`src/rtl/multidigit_updown_counter.sv`:
```
// Multi-digit up/down counter built from cascaded digits of a chosen radix.
// Each digit sits in its own nibble of q. A ripple-style enable chain lets
// instances be chained through eu -> ei.
// Build option: define COUNTER_SATURATE_EN to make a full-width overflow or
// underflow hold the count instead of wrapping it.
module multidigit_updown_counter #(
  parameter int RADIX  = 10,
  parameter int DIGITS = 4
) (
  input  logic                clock,
  input  logic                reset_,
  input  logic                ei,
  input  logic                dn,
  input  logic                ld,
  input  logic [4*DIGITS-1:0] d,
  output logic [4*DIGITS-1:0] q,
  output logic                eu,
  output logic                ovf
);

  localparam logic [3:0] MAXV   = 4'(RADIX - 1);
  localparam logic [4:0] RADIXV = 5'(RADIX);

  logic [4*DIGITS-1:0] cnt;
  logic [4*DIGITS-1:0] nxt;
  logic [DIGITS-1:0]   term;
  logic [DIGITS-1:0]   en;
  logic                freeze;

  // A digit is terminal when the next step in the current direction would wrap it
  always_comb begin
    term = '0;
    for (int i = 0; i < DIGITS; i++) begin
      if (dn) term[i] = (cnt[4*i +: 4] == 4'd0);
      else    term[i] = (cnt[4*i +: 4] == MAXV);
    end
  end

  // Enable ripples upward through the digits; the last stage's output is the carry out
  always_comb begin
    logic acc;
    acc = ei;
    en  = '0;
    for (int i = 0; i < DIGITS; i++) begin
      en[i] = acc;
      acc   = acc & term[i];
    end
    eu = acc;
  end

`ifdef COUNTER_SATURATE_EN
  assign freeze = eu;
`else
  assign freeze = 1'b0;
`endif

  // Next count: load wins, then enabled digits step, otherwise hold
  always_comb begin
    nxt = cnt;
    for (int i = 0; i < DIGITS; i++) begin
      if (ld) begin
        if ({1'b0, d[4*i +: 4]} >= RADIXV) nxt[4*i +: 4] = 4'd0;
        else                               nxt[4*i +: 4] = d[4*i +: 4];
      end else if (en[i] && !freeze) begin
        if (dn) begin
          if (cnt[4*i +: 4] == 4'd0) nxt[4*i +: 4] = MAXV;
          else                       nxt[4*i +: 4] = cnt[4*i +: 4] - 4'd1;
        end else begin
          if (cnt[4*i +: 4] == MAXV) nxt[4*i +: 4] = 4'd0;
          else                       nxt[4*i +: 4] = cnt[4*i +: 4] + 4'd1;
        end
      end
    end
  end

  // Count register; digits are always kept below RADIX so unused nibble bits stay 0
  always_ff @(posedge clock or negedge reset_) begin
    if (!reset_) cnt <= '0;
    else         cnt <= nxt;
  end

  // Sticky wrap flag: a full-width carry/borrow that was not overridden by a load
  always_ff @(posedge clock or negedge reset_) begin
    if (!reset_)        ovf <= 1'b0;
    else if (eu && !ld) ovf <= 1'b1;
  end

  assign q = cnt;

endmodule

```
`config.mk`:
```
export PLATFORM = sky130hd
export DESIGN_NAME = multidigit_updown_counter
export DESIGN_NICKNAME = d
export VERILOG_FILES = /design/src/rtl/multidigit_updown_counter.sv
export SDC_FILE = /design/constraint.sdc
export NUM_CORES = 1
export LEC_CHECK = 0
export CAP_MARGIN = 25
export CORE_ASPECT_RATIO = 1.75
export CORE_MARGIN = 2
export CORE_UTILIZATION = 54
export DETAILED_ROUTE_END_ITERATION = 7
export HOLD_SLACK_MARGIN = 0.12
export PLACE_DENSITY = 0.95
export RECOVER_POWER = 50
export SETUP_SLACK_MARGIN = 0.3
export SKIP_LAST_GASP = 1
export SLEW_MARGIN = 20
export SYNTH_ARGS = -nofsm -noshare
export SYNTH_HDL_FRONTEND = slang
export SYNTH_SLANG_ARGS = --single-unit
```
`constraint.sdc`:
```
create_clock -name clock -period 3.5 [get_ports clock]
set_input_delay 0.525 -clock clock [delete_from_list [all_inputs] [get_ports clock]]
set_output_delay 0.525 -clock clock [all_outputs]
set_load 0.02 [all_outputs]
```
==> qor.csv <==
stage,metric,value,unit
floorplan,core,2900,µm²
global_route,antenna_found_initial,0,
timing,holdWs,462,ps
floorplan,die_width,45.5,µm
clock_network,htreeDepth,1,
placement,pre_cts_ws,138,ps
hold_path,min_from,ovf,
final_layout,diodes,0,
final_layout,drive_gt1_share,6.67,%
critical_path,cp_max_fo,2,
final_layout,final_cells,268,
timing,period_minus_slack,3130,ps
critical_path,crit-reg2reg-launch,q[0],
timing,setup_violations,0,
power,peakVddDrop,0.248,mV
synth,synthMuxAreaShare,5.01,%
drt,drt-total-wl,3880,µm
hold_path,min_to,ovf,
critical_path,worst_setup_path_start_kind,input pin,
floorplan,num_rows,26,
drt,drt_iter0_markers,68,
placement,numPlacedInstances,264,
drt,drc,0,
synth,synth_area,1620,µm²
power,clkPwrFrac,22.6,%
synth,synth_top_family_by_area,simple AND/OR/NAND/NOR gates,
critical_path,ff2ff_path_depth,6,
global_route,grt_max_degree,33,
clock_network,cts_setup_buffers,0,
power,p_per_area,331,nW/µm²
timing,fin_crit_sh,89.4,%
drt,num_vias,1704,
timing,final.setup_skew,4.01,ps
final_layout,regArea,425,µm²
synth,syn_inst,214,
placement,placed_cell_area,1980,µm²
run,cap_violations,0,
synth,ys_seq_elements,17,
synth,synth_xor_area_share,4.31,%
floorplan,die_y,76.5,µm
floorplan,dieArea,3480,µm²
power,p_sw_share,37.0,%
floorplan,initial_core_util,56.1,%
drt,ant_nets,0,
synth,synthSimpleGateAreaFrac,30.7,%
critical_path,r2r-end,q[15],
synth,synthAdderAreaFrac,0,%
clock_network,cts-root-buf,clkbuf_8,
drt,vias_per_cell,6.36,
clock_network,cts_tree,done,
critical_path,worst_ep_required_time,2970,ps
clock_network,clock-sinks,17,
timing,slew_viol_final,0,
floorplan,io_pins,39,
timing,slew_headroom,11.8,%
drt,wl_per_cell,14.5,µm
final_layout,stdcell_area,2030,µm²
synth,synth.avg_cell_area,7.59,µm²
power,leakagePower,0.782,nW
clock_network,hold_buffers,0,
power,seqPwrFrac,40.8,%
clock_network,clock_path_buffers,2,
final_layout,final_core_util,70.0,%
outcome,outcome,"finished, final reports clean",
final_layout,fin_nets,262,
critical_path,crit_type,input pin to output pin,
hold_path,hold_depth,2,
power,p_int,0.423,mW
clock_network,clk_pin_slew_worst_paths,70,ps
timing,max_clock_freq,0.320,GHz
placement,portBuffers,38,
synth,synth_nets,235,
final_layout,n_fill_cell,234,
synth,synth-edff-count,0,
final_layout,area_growth,24.8,%
placement,place.detailed.hpwl,2760,µm
power,p_comb_share,36.6,%
placement,gp_congestion,0.855,
timing,fin_tns_setup,0,ps
global_route,track_usage,23.4,%
global_route,grt_overflow,0,
timing,hold_viol,0,
power,power.total,0.671,mW
timing,postLayoutSetupSlackWorst,372,ps
synth,synth_cell_types,55,
drt,drt_first_pass_iters,4,
synth,synth-main-ff-cell,dfrtp_1,
critical_path,r2r_slack,1170,ps
clock_network,clk_latency,250,ps
synth,synthArstFlopShare,100,%
timing,worst_slew_pin_slew,1320,ps
final_layout,multi_input_comb_area,1080,µm²
synth,synth_seq_area_share,26.2,%
critical_path,worstPathArrival,2600,ps
timing,grt_setup_unrepaired,no,
global_route,grt_pass1_vias,1511,
critical_path,critPathCaptureType,output pin,
synth,synth-compound-area-share,26.3,%
global_route,grt_pass1_wl,6340,µm
power,switchingPower,0.249,mW
synth,yosysWarnings,0,
hold_path,hp-class,flop to flop,
clock_network,cts_buffers,3,
layout make-up:
class | count | share of cell area [%]
multi-input combinational | 169 | 53.1
tap | 28 | 1.73
inverter | 7 | 1.30
clock buffer | 4 | 2.22
timing repair buffer | 43 | 20.6
sequential | 17 | 21.0
timing repair:
action                                  CTS  global route
cloned                                    0             0
gates resized for setup                   2             1
endpoints found under the setup margin    1             1
power by group through the flow:
stage          Sequential (mW)  Combinational [mW]  Clock [mW]
2_1_floorplan            0.260               0.172           0
5_1_grt                  0.279               0.269       0.159
3_3_place_gp             0.274               0.242           0
4_1_cts                  0.273               0.250       0.152
6_report                 0.274               0.246       0.151
3_5_place_dp             0.277               0.248           0
per-layer routing:
| layer | track usage, % | up-vias | routed length, µm |
|---|---|---|---|
| met5 | 0 | - | 0 |
| met4 | 13.2 | 0 | 89 |
| met3 | 0.711 | 11 | 136 |
| li1 | - | 829 | - |
| met2 | 40.1 | 51 | 2120 |
| met1 | 26.9 | 813 | 1530 |
synthesized netlist by cell type, types with 2 or more instances:
master,number,area share [%]
a2bb2oi_1,2,1.1
o211ai_1,2,0.92
and4b_1,2,1.2
o22ai_1,6,2.3
nor4_1,3,1.2
a21o_1,3,1.4
a21oi_1,12,3.7
a22oi_1,2,0.92
a221oi_1,2,1.1
dfrtp_1,17,26
o21ai_1,6,1.8
nand2b_1,6,2.3
o31ai_1,2,0.92
mux2i_1,7,4.3
nand2_1,27,6.2
buf_6,2,1.4
nor2b_1,5,1.9
or3_1,4,1.5
inv_1,6,1.4
o21ai_0,14,4.3
xor2_1,4,2.2
nand3_1,6,1.8
nand3b_1,5,2.3
xnor2_1,4,2.2
o32ai_1,2,1.1
clkbuf_1,17,3.9
nor2_1,17,3.9
nor3b_1,2,0.92
placed cells by master (no fill, tap or decap), types with 5 or more instances in the layout:
master           count
nand2b_1             6
nand2_1             27
dlygate4sd3_1        8
nor2_1              17
inv_1                6
clkdlybuf4s50_1     29
mux2i_1              7
dfrtp_1             17
o21ai_0             15
o21ai_1              5
o22ai_1              6
a21oi_1             12
nand3b_1             5
nor2b_1              5
nand3_1              6
how the worst max path moves through the flow:
| stage | from | to | slack [ps] | depth (start not counted) |
|---|---|---|---|---|
| finish | dn | eu | 370 | 6 |
| global route | dn | eu | 300 | 6 |
| CTS | dn | eu | 360 | 6 |
| detailed placement | dn | eu | 140 | 7 |
| global placement | ei | eu | 140 | 6 |
| floorplan | q[1] | eu | 820 | 6 |
cell families (layout without fill, tap and decap cells):
| family | after synthesis | count (layout) |
|---|---|---|
| muxes | 8 | 8 |
| xor gates and xnor gates | 8 | 8 |
| buffers and inverters | 28 | 54 |
| and+or+nand+nor | 88 | 88 |
| DFF | 17 | 17 |
| AOI/OAI and AO/OA | 65 | 65 |
registers in the layout, summed over array words and instances (netlist names):
register,cells
q,16
ovf,1
worst max-delay path: stages:
cell and delay, ps:
clkdlybuf4s50_1 530, or3b_1 380, a21o_1 210, or4b_4 550, nor2_1 110, clkdlybuf4s15_1 300
(Power assumes the default switching activity.)
